## src/rtl/mod241_pkg.sv

```systemverilog
`default_nettype none
// ============================================================================
// Module   : mod241_pkg
// Purpose  : Shared constants and state encoding for the mod-241 residue
//            accumulator stages of the mod-241 calculator.
// Revision : 1.0  initial release
// ============================================================================
package mod241_pkg;

  localparam int MOD   = 241;  // modulus
  localparam int MOD2  = 482;  // twice the modulus, for the second reduction step
  localparam int RES_W = 8;    // width of a residue / LUT output
  localparam int SUM_W = 9;    // width of an unreduced residue sum

  typedef enum logic [1:0] {
    IDLE  = 2'd0,
    ACCUM = 2'd1,
    DONE  = 2'd2
  } state_t;

endpackage : mod241_pkg
`default_nettype wire

```

## src/rtl/mod241_add_reduce.sv

```systemverilog
`default_nettype none
// ============================================================================
// Module   : mod241_add_reduce
// Purpose  : Combinational 8+8 -> 8 modular adder. The running accumulator is
//            always 0..240 and a term is 0..255, so the raw sum is at most
//            495; subtracting 482 or 241 brings any such sum into 0..240.
// Revision : 1.0  initial release
// ============================================================================
module mod241_add_reduce
  import mod241_pkg::*;
(
  input  logic [RES_W-1:0] a_i,
  input  logic [RES_W-1:0] b_i,
  output logic [RES_W-1:0] sum_o
);

  localparam logic [SUM_W-1:0] c_mod  = SUM_W'(MOD);
  localparam logic [SUM_W-1:0] c_mod2 = SUM_W'(MOD2);

  logic [SUM_W-1:0] w_sum;
  logic [SUM_W-1:0] w_red;

  // Widen, add, then subtract the largest multiple of the modulus that fits.
  always_comb begin
    w_sum = {1'b0, a_i} + {1'b0, b_i};
    w_red = w_sum;
    if (w_sum >= c_mod2) begin
      w_red = w_sum - c_mod2;
    end else if (w_sum >= c_mod) begin
      w_red = w_sum - c_mod;
    end
    sum_o = RES_W'(w_red);
  end

endmodule : mod241_add_reduce
`default_nettype wire

```

## src/rtl/mod241_residue_accumulator.sv

```systemverilog
`default_nettype none
// ============================================================================
// Module   : mod241_residue_accumulator
// Purpose  : Accumulates a stream of per-chunk residues modulo 241 and emits
//            one reduced residue plus term count per frame over valid/ready.
// Revision : 1.0  initial release
// ============================================================================
module mod241_residue_accumulator
  import mod241_pkg::*;
#(
  parameter int NUM_TERMS = 84,
  parameter int CNT_W     = 7
) (
  input  logic             clk,
  input  logic             rst,
  input  logic             clr,
  input  logic             in_valid,
  output logic             in_ready,
  input  logic [RES_W-1:0] in_residue,
  input  logic             in_last,
  output logic             out_valid,
  input  logic             out_ready,
  output logic [RES_W-1:0] out_residue,
  output logic [CNT_W-1:0] out_count
);

  // The counter must reach NUM_TERMS without wrapping.
  if ((1 << CNT_W) <= NUM_TERMS) begin : g_cnt_w_check
    $error("CNT_W too narrow for NUM_TERMS");
  end

  localparam logic [CNT_W-1:0] c_last_cnt = CNT_W'(NUM_TERMS);

  state_t           state_q, state_d;
  logic [RES_W-1:0] acc_q, acc_d;
  logic [CNT_W-1:0] cnt_q, cnt_d;
  logic [RES_W-1:0] out_res_q, out_res_d;
  logic [CNT_W-1:0] out_cnt_q, out_cnt_d;
  logic             in_ready_q;

  logic             w_accept;
  logic [RES_W-1:0] w_acc_op;
  logic [RES_W-1:0] w_sum;
  logic [CNT_W-1:0] w_cnt_inc;
  logic             w_frame_end;

  // A frame always starts from zero, independent of any stale accumulator.
  assign w_acc_op    = (state_q == IDLE) ? '0 : acc_q;
  assign w_accept    = in_valid && in_ready_q;
  assign w_cnt_inc   = cnt_q + 1'b1;
  assign w_frame_end = in_last || (w_cnt_inc == c_last_cnt);

  mod241_add_reduce u_add_reduce (
    .a_i   (w_acc_op),
    .b_i   (in_residue),
    .sum_o (w_sum)
  );

  // Next-state and datapath updates; clr overrides every handshake.
  always_comb begin
    state_d   = state_q;
    acc_d     = acc_q;
    cnt_d     = cnt_q;
    out_res_d = out_res_q;
    out_cnt_d = out_cnt_q;
    if (clr) begin
      state_d = IDLE;
      acc_d   = '0;
      cnt_d   = '0;
    end else begin
      case (state_q)
        IDLE, ACCUM: begin
          if (w_accept) begin
            acc_d = w_sum;
            cnt_d = w_cnt_inc;
            if (w_frame_end) begin
              state_d   = DONE;
              out_res_d = w_sum;
              out_cnt_d = w_cnt_inc;
            end else begin
              state_d = ACCUM;
            end
          end
        end
        DONE: begin
          if (out_ready) begin
            state_d = IDLE;
            acc_d   = '0;
            cnt_d   = '0;
          end
        end
        default: begin
          state_d = IDLE;
          acc_d   = '0;
          cnt_d   = '0;
        end
      endcase
    end
  end

  // State registers; in_ready is registered so it stays low through reset
  // and only rises on the first edge after release.
  always_ff @(posedge clk or posedge rst) begin
    if (rst) begin
      state_q    <= IDLE;
      acc_q      <= '0;
      cnt_q      <= '0;
      out_res_q  <= '0;
      out_cnt_q  <= '0;
      in_ready_q <= 1'b0;
    end else begin
      state_q    <= state_d;
      acc_q      <= acc_d;
      cnt_q      <= cnt_d;
      out_res_q  <= out_res_d;
      out_cnt_q  <= out_cnt_d;
      in_ready_q <= (state_d != DONE);
    end
  end

  assign in_ready    = in_ready_q;
  assign out_valid   = (state_q == DONE);
  assign out_residue = out_res_q;
  assign out_count   = out_cnt_q;

endmodule : mod241_residue_accumulator
`default_nettype wire

```

## config.mk

```make
export PLATFORM = sky130hd
export DESIGN_NAME = mod241_residue_accumulator
export DESIGN_NICKNAME = d
export VERILOG_FILES = /design/src/rtl/mod241_pkg.sv /design/src/rtl/mod241_add_reduce.sv /design/src/rtl/mod241_residue_accumulator.sv
export SDC_FILE = /design/constraint.sdc
export NUM_CORES = 1
export LEC_CHECK = 0
export CORE_UTILIZATION = 50
export CTS_CLUSTER_DIAMETER = 40
export DETAILED_ROUTE_END_ITERATION = 6
export PLACE_DENSITY = 0.74
export REMOVE_ABC_BUFFERS = 1
export SLEW_MARGIN = 20
export SYNTH_ARGS = -nofsm -noshare
export SYNTH_HDL_FRONTEND = slang
export SYNTH_SLANG_ARGS = --single-unit
```

## constraint.sdc

```tcl
create_clock -name clk -period 8.9 [get_ports clk]
set_input_delay 1.335 -clock clk [delete_from_list [all_inputs] [get_ports clk]]
set_output_delay 1.335 -clock clk [all_outputs]
set_load 0.03 [all_outputs]
```

==> reports/metrics.cfg, run 1 <==
[synthesis]
yosys.area.top_type=dfrtp_1
synthTopCellsByArea=dfrtp_1 36%, ha_1 7.7%, nand2_1 5.8%, o21ai_0 4.0%, nor2_1 2.8%
synth.distinct_cells=57
synth_area_per_cell_um2=8.92
postSynth.asyncResetShare=1.00
ys_seq_area_frac=0.363
synth_edf_count=0
ys_ff_latch=33
yosysWarningCount=0
synth_top_area_share=0.363
syn_inst=255
synthesis.area_um2=2270
synth_ff_type=dfrtp_1

[layout]
drive_above_1_share=0.0972
diodes=0
nets=316
area_growth_pct=19.8

[drt]
wl_per_cell_um=14.6
drc=0
wl_um=4960
first_pass_iters=4
via_per_inst=5.76
vias=1958
ant_nets=0
drt-initial-drc-count=145

[timing]
maxClockFrequency_ghz=0.217
min_period_ps=4620
hold_ws_ps=478
tns_ps=0
post-route-period-util=0.519
setup_slack_ps=4280
hold_viol_final=0
final_max_slew_viol_count=0
skew_ps=5.55
finalSetupViolCount=0
rsz0062_at_grt=no
slew_headroom=0.481
tightest_slew_ps=773

[global_route]
grt_max_degree=34
grt_usage=0.220
grt_pass1_vias=1829
overflow=0
grt_pass1_wl_um=8350
antenna_found_initial=0

[job]
cap_violations=0

[pwr]
power_switching_mw=0.157
sw_frac_of_total=0.339
p_comb_frac=0.342
max-vdd-ir-drop_uv=128
power-per-cell-area_nw_per_um2=170
internal_power_mw=0.306
p_clk_frac=0.269
seqPwrFrac=0.389
power.leakage_nw=1.23

[clock_network]
insertion_delay_ps=290
cts_resized=0
clkTransAtPathRegs_ps=70
ctsLongestPathBuffers=2
hold_buffers=0
root_buffer=clkbuf_8
cts_buffers=5
cts_setup_buffers=0
cts_tree=yes
cts_max_level=2
cts.sink_count=33

[placement]
dp_hpwl_um=3690
pre_cts_slack_ps=4010
portBuffers=30
routabilityCongestion=0.849

[critical_path]
rr_endpoint=acc_q[2]
crit_slowest_cell=clkdlybuf4s50_1
rrSetupSlack_ps=4910
r2r_start=state_q[1]
max_stage_delay_ps=460
r2r_cells=13
critPathRequiredTime_ps=9050
cp_max_fo=8
cp_cell_sequence=clkdlybuf4s50_1 -> ha_1 -> inv_1 -> fa_1 -> xor2_1 -> ha_1 -> o21ai_0 -> a221o_1 -> a41o_4 -> and3_1 -> o31ai_1 -> o21ai_1
critPathLaunchType=primary input
worst_path_most_repeated_cell=ha_1
crit_path_end_kind=register
cp.arrival_ps=4770
crit_type=primary input to register

[outcome]
status=complete, no violations

[worst_hold_path]
holdPathStages=2
hp-class=register to register
min_from=out_count[5]
hold_end=out_count[5]

[floorplan]
die_width_um=69.4
die_h_um=69.4
die_area_um2=4820
core-area_um2=4350
ios=31
rows=24
initial_core_util=0.522

==> worst max-delay path: cells and delay by family <==
family                   cells  cell delay [ps]
AO/OA/AOI/OAI                5             1300
adder cells (fa/ha/maj)      3              950
buffers and inverters        2              540
XOR/XNOR                     1              460
AND/OR/NAND/NOR              1              180
==> how the worst max path moves through the flow <==
stage,endpoint,depth (start not counted),slack (ps),startpoint
after global routing,out_residue[2],12,3970,in_residue[0]
final,acc_q[2],12,4280,in_residue[0]
after global placement,acc_q[7],12,4130,in_residue[0]
after detailed placement,out_residue[2],12,4010,in_residue[0]
after floorplan,out_residue[7],11,4820,in_residue[0]
after CTS,out_residue[7],12,4320,in_residue[0]
==> kinds of logic (layout without fill, tap and decap cells) <==
kind of cell             after synthesis  after routing  synth area share
AO/OA/AOI/OAI                         69             69             0.218
AND/OR/NAND/NOR                      105            105             0.238
adder cells (fa/ha/maj)               15             15            0.0859
multiplexers                           5              5            0.0231
flip-flops                            33             33             0.363
XOR/XNOR                              10             10            0.0385
buffers and inverters                 18             51            0.0336
==> cell usage after synthesis, drive strengths merged (2+ instances only) <==
cell / instances
a211o: 4
a211oi: 2
a21o: 2
a21oi: 8
a221oi: 2
a22o: 3
a31oi: 3
and2: 3
and3: 5
buf: 2
clkbuf: 6
dfrtp: 33
ha: 14
inv: 10
mux2: 2
mux2i: 3
nand2: 35
nand2b: 6
nand3: 5
nand4: 5
nor2: 17
nor2b: 10
nor3: 7
o211ai: 2
o21ai: 29
o31ai: 2
or2: 5
or4: 2
xnor2: 5
xor2: 5
==> through the flow <==
stage	power (mW)	cell area, um2	cells	util
3_3_place_gp	0.338	2620	331	0.601
6_report	0.463	2720	340	0.626
3_5_place_dp	0.341	2620	331	0.601
2_1_floorplan	0.286	2230	247	-
5_1_grt	0.487	2720	340	0.626
4_1_cts	0.466	2720	339	0.624
==> state kept, by name (all words and copies together) (netlist names) <==
name,cells
acc_q,8
out_residue,8
cnt_q,7
out_count,7
state_q,2
in_ready,1
==> cells in the final DEF, fill, tap and decap left out, drive strengths merged, types with 2 or more instances in the layout <==
cell type / count
a221oi: 2
and2: 3
nor2: 17
or4: 2
or2: 5
o211ai: 2
ha: 14
a21o: 2
nand2b: 6
a21oi: 8
nand3: 5
nand4: 5
a31oi: 3
dfrtp: 33
mux2: 2
mux2i: 3
clkdlybuf4s50: 30
inv: 10
a211o: 4
a22o: 3
o31ai: 2
nor2b: 10
and3: 5
xnor2: 5
nor3: 7
a211oi: 2
o21ai: 29
buf: 3
clkbuf: 7
nand2: 35
xor2: 5
==> area by class of cell <==
type / instances / area, um2
clock inverter: 1 / 5.00
multi-input combinational: 204 / 1370
inverter: 10 / 37.5
fill: 380 / 1630
clock buffer: 7 / 96.3
tap: 52 / 65.1
timing repair buffer: 33 / 323
sequential: 33 / 826
==> layer usage <==
metal / global-route usage / wire [um] / up-vias / part of all wire
met5: 0 / 0 / - / 0
met4: 0.0680 / 66 / 0 / 0.013
met3: 0.0596 / 176 / 7 / 0.036
met2: 0.355 / 2310 / 35 / 0.47
met1: 0.289 / 2410 / 931 / 0.49
li1: - / - / 985 / -
==> power by group through the flow <==
stage                     Combinational (mW)  Sequential (mW)  Clock (mW)
after detailed placement               0.158            0.183           0
after global placement                 0.155            0.183           0
after floorplan                       0.0770            0.209           0
after global routing                   0.172            0.183       0.133
final                                  0.158            0.180       0.124
after CTS                              0.158            0.180       0.127
(Power assumes the default switching activity.)
==> inputs of run 2 (changes only) <==
--- a/config.mk
+++ b/config.mk
@@ -8,7 +8,7 @@
 export CORE_UTILIZATION = 50
 export CTS_CLUSTER_DIAMETER = 40
 export DETAILED_ROUTE_END_ITERATION = 6
-export PLACE_DENSITY = 0.74
+export PLACE_DENSITY = 0.77
 export REMOVE_ABC_BUFFERS = 1
 export SLEW_MARGIN = 20
 export SYNTH_ARGS = -nofsm -noshare
==> constraint.sdc (replaced) <==
create_clock -name clk -period 4 [get_ports clk]
set_input_delay 0.6 -clock clk [delete_from_list [all_inputs] [get_ports clk]]
set_output_delay 0.6 -clock clk [all_outputs]
set_load 0.03 [all_outputs]
==> run 2 against run 1 <==
  * The flow now finishes with violations (DRC)
  * Wire length decreased by 0.32%
  * Sequential share of layout area shrank 0.49 points
  * Hold slack worse by 0.64 ps
  * Clock-buffer cell count unchanged
==> reports/metrics.cfg, run 2 (synthesis results as in run 1) <==
[critical_path]
cp.arrival_ps=3720
cp_cell_sequence=clkdlybuf4s50_1 -> ha_1 -> inv_1 -> fa_1 -> nand2b_1 -> a211o_1 -> a21oi_1 -> o211ai_1 -> and3b_1 -> nor2_1 -> a211o_1 -> mux2_2
worst_path_most_repeated_cell=a211o_1
max_stage_delay_ps=460
crit_type=primary input to register
critPathRequiredTime_ps=4170
cp_max_fo=7
rrSetupSlack_ps=510
crit_path_end_kind=register
crit_slowest_cell=clkdlybuf4s50_1
critPathLaunchType=primary input

[floorplan]
initial_core_util=0.522
die_width_um=69.4
ios=31
rows=24
die_area_um2=4820
die_h_um=69.4
core-area_um2=4350

[layout]
final_common_cell=nand2_1
nets=320
drive_above_1_share=0.106
layout_common_cells=35 x nand2_1, 33 x dfrtp_1, 30 x clkdlybuf4s50_1
final_area_um2=2770
area_growth_pct=21.8
diodes=0

[clock_network]
hold_buffers=0
insertion_delay_ps=290
cts_resized=0
clkTransAtPathRegs_ps=60
cts_buffers=5
root_buffer=clkbuf_8
cts_tree=yes
cts.sink_count=33
cts_max_level=2
ctsLongestPathBuffers=2
cts_setup_buffers=0

[outcome]
status=complete, but fails checks
violations=DRC

[pwr]
p_clk_frac=0.297
p_comb_frac=0.332
max-vdd-ir-drop_uv=383
power-per-cell-area_nw_per_um2=391
power_switching_mw=0.350
seqPwrFrac=0.371
power.leakage_nw=1.25
sw_frac_of_total=0.323
internal_power_mw=0.734

[drt]
wl_um=4940
via_per_inst=5.53
drt-initial-drc-count=86
wl_per_cell_um=14.4
ant_nets=0
drc=1
vias=1902
first_pass_iters=6

[timing]
tns_ps=0
hold_ws_ps=478
tightest_slew_ps=1070
final_max_slew_viol_count=0
post-route-period-util=0.887
min_period_ps=3550
maxClockFrequency_ghz=0.282
finalSetupViolCount=0
hold_viol_final=0
slew_headroom=0.287
rsz0062_at_grt=no
skew_ps=6.65

[job]
cap_violations=0

[worst_hold_path]
hp-class=register to register

[global_route]
grt_pass1_wl_um=8400
overflow=0
grt_pass1_vias=1807
grt_max_degree=25
grt_usage=0.220
antenna_found_initial=0

[placement]
place_area_um2=2650
dp_hpwl_um=3700
portBuffers=30
routabilityCongestion=0.869

run 2: final timing paths:
path / startpoint / endpoint / cells past startpoint
max in group asynchronous: rst / acc_q[0] / 3
min in group asynchronous: rst / out_residue[4] / 2
hold reg to reg: out_count[5] / out_count[5] / 2
setup reg to reg: state_q[1] / out_residue[1] / 11
hold / removal: out_count[5] / out_count[5] / 2
setup / recovery: in_residue[0] / out_residue[1] / 12
run 2: worst max-delay path, delay by kind of cell:
kind                     cells  cell delay [ps]
AO/OA/AOI/OAI                4              950
AND/OR/NAND/NOR              3              740
adder cells (fa/ha/maj)      2              620
buffers and inverters        2              540
multiplexers                 1              260
run 2: layout make-up:
cell class / count / area (um2)
repair buffers: 37 / 353
inverters: 10 / 37.5
clock buffers: 7 / 86.3
flip-flops and latches: 33 / 826
fillers: 360 / 1590
multi-input cells: 204 / 1370
clock inverters: 1 / 30.0
well taps: 52 / 65.1
run 2: through the flow:
step           std cells  setup WS [ps]  total power, mW   util
2_1_floorplan        247            581            0.636      -
3_3_place_gp         336            269            0.759  0.609
3_5_place_dp         336            214            0.765  0.609
4_1_cts              344            480             1.09  0.636
5_1_grt              344            290             1.14  0.636
6_report             344            453             1.08  0.636
run 2: routing by layer:
metal / global-route usage / routed length, um / up-vias
li1: - / - / 992
met1: 0.307 / 2500 / 881
met2: 0.338 / 2260 / 24
met3: 0.0480 / 127 / 5
met4: 0.0771 / 51 / 0
met5: 0 / 0 / -
run 2: power by group through the flow:
stage	logic [mW]	registers [mW]	clock network [mW]
final	0.360	0.402	0.322
after global routing	0.388	0.408	0.346
after CTS	0.359	0.402	0.330
after detailed placement	0.356	0.409	0
after global placement	0.352	0.407	0
after floorplan	0.171	0.465	0
==> inputs of run 3 (changes only) <==
--- a/config.mk
+++ b/config.mk
@@ -8,9 +8,10 @@
 export CORE_UTILIZATION = 50
 export CTS_CLUSTER_DIAMETER = 40
 export DETAILED_ROUTE_END_ITERATION = 6
-export PLACE_DENSITY = 0.77
+export PLACE_DENSITY = 0.74
 export REMOVE_ABC_BUFFERS = 1
 export SLEW_MARGIN = 20
 export SYNTH_ARGS = -nofsm -noshare
 export SYNTH_HDL_FRONTEND = slang
 export SYNTH_SLANG_ARGS = --single-unit
+export TNS_END_PERCENT = 30
==> constraint.sdc (replaced) <==
create_clock -name clk -period 3.8 [get_ports clk]
set_input_delay 0.57 -clock clk [delete_from_list [all_inputs] [get_ports clk]]
set_output_delay 0.57 -clock clk [all_outputs]
set_load 0.03 [all_outputs]
==> run 3 against run 2 <==
  * The run now ends clean
  * Register-to-register slack got worse by 110 ps
  * Hold slack about the same
  * Via count increased by 2.3%
  * Final cell count increased by 0.87%
  * Clock-buffer cell count unchanged
  * Global-route usage increased by 0.33 points
  * Critical path type unchanged
  * Sequential power increased by 5.2%
==> reports/metrics.cfg, run 3 (synthesis results as in run 1) <==
[floorplan]
die_width_um=69.4
initial_core_util=0.522
ios=31
rows=24
core-area_um2=4350
die_h_um=69.4
die_area_um2=4820

[pwr]
internal_power_mw=0.775
max-vdd-ir-drop_uv=344
p_comb_frac=0.335
sw_frac_of_total=0.322
power_switching_mw=0.369
power.leakage_nw=1.27
power-per-cell-area_nw_per_um2=410
seqPwrFrac=0.370
p_clk_frac=0.294

[layout]
nets=323
regArea_um2=826
final_common_cell=nand2_1
multi_input_comb_area_um2=1370
layout_common_cells=35 x nand2_1, 33 x dfrtp_1, 30 x clkdlybuf4s50_1
instances_no_fill=347
diodes=0
drive_above_1_share=0.115
nFillCells=378
area_growth_pct=22.8

[timing]
skew_ps=7.22
slew_headroom=0.449
post-route-period-util=0.907
maxClockFrequency_ghz=0.290
rsz0062_at_grt=no
tns_ps=0
finalSetupViolCount=0
tightest_slew_ps=821
setup_slack_ps=353
final_max_slew_viol_count=0
hold_viol_final=0
min_period_ps=3450

[clock_network]
cts.sink_count=33
cts_tree=yes
cts_max_level=2
insertion_delay_ps=280
cts_setup_buffers=0
clkTransAtPathRegs_ps=70
root_buffer=clkbuf_8
cts_resized=0
ctsLongestPathBuffers=2
hold_buffers=0
cts_buffers=5

[outcome]
status=complete, no violations

[placement]
dp_hpwl_um=3820
portBuffers=30
pre_cts_slack_ps=63.2
dp.cells=339
routabilityCongestion=0.910

[drt]
first_pass_iters=4
via_per_inst=5.61
ant_nets=0
wl_um=5050
vias=1946
wl_per_cell_um=14.6
drt-initial-drc-count=170
drc=0

[job]
cap_violations=0

[critical_path]
crit_path_start=in_residue[0]
cp_max_fo=7
max_stage_delay_ps=460
crit_buf_inv=2
r2r_start=state_q[1]
crit_type=primary input to register
critPathRequiredTime_ps=3940
crit_path_end_kind=register
cp_cell_sequence=clkdlybuf4s50_1 -> ha_1 -> inv_1 -> fa_1 -> nand2b_1 -> a21oi_2 -> xnor2_1 -> o2111ai_1 -> a41o_4 -> and3_1 -> o31ai_1 -> o21ai_1
cp_top_family=compound AO/OA/AOI/OAI gates
critPathLaunchType=primary input
crit_slowest_cell=clkdlybuf4s50_1
cp.arrival_ps=3590

[worst_hold_path]
hp-class=register to register
min_from=out_count[2]

[global_route]
antenna_found_initial=0
grt_max_degree=34
grt_usage=0.223
grt_pass1_wl_um=8640
overflow=0
grt_pass1_vias=1944

-- run 3: worst paths after layout --
path                       depth (start not counted)           end  slack [ps]
setup / recovery                                  12      acc_q[2]         350
hold / removal                                     2  out_count[2]         480
setup reg to reg                                  11      acc_q[5]         400
hold reg to reg                                    2  out_count[2]         480
max in group asynchronous                          3      acc_q[3]        2830
min in group asynchronous                          3      cnt_q[0]         670
-- run 3: layer usage --
metal	routed length, um	global-route usage	vias to the layer above
li1	-	-	991
met1	2390	0.291	912
met2	2420	0.382	41
met3	227	0.0494	2
met4	16	0.0454	0
met5	0	0	-
-- run 3: power by group through the flow --
stage / Sequential [mW] / Clock [mW] / Combinational [mW]
6_report: 0.423 / 0.337 / 0.384
5_1_grt: 0.430 / 0.361 / 0.414
4_1_cts: 0.424 / 0.344 / 0.385
3_5_place_dp: 0.430 / 0 / 0.382
3_3_place_gp: 0.429 / 0 / 0.373
2_1_floorplan: 0.489 / 0 / 0.180
-- run 3: layout make-up --
| class | instances | share of cell area |
|---|---|---|
| Timing Repair Buffer | 40 | 0.134 |
| Sequential cell | 33 | 0.296 |
| Clock inverter | 1 | 0.0108 |
| Multi-Input combinational cell | 204 | 0.491 |
| Tap cell | 52 | 0.0233 |
| Inverter | 10 | 0.0134 |
| Clock buffer | 7 | 0.0309 |
-- run 3: worst min-delay path: stages, from the launching register on --
cell,delay [ps]
dfrtp_1,340
nand2_1,40
o21ai_0,60
-- run 3: stage by stage --
step / hold WS (ps) / area [um2] / util / power [mW]
4_1_cts: 485 / 2790 / 0.641 / 1.15
6_report: 478 / 2790 / 0.641 / 1.14
3_3_place_gp: 460 / 2680 / 0.614 / 0.803
3_5_place_dp: 469 / 2680 / 0.614 / 0.812
2_1_floorplan: 444 / 2230 / - / 0.670
5_1_grt: 507 / 2790 / 0.641 / 1.20
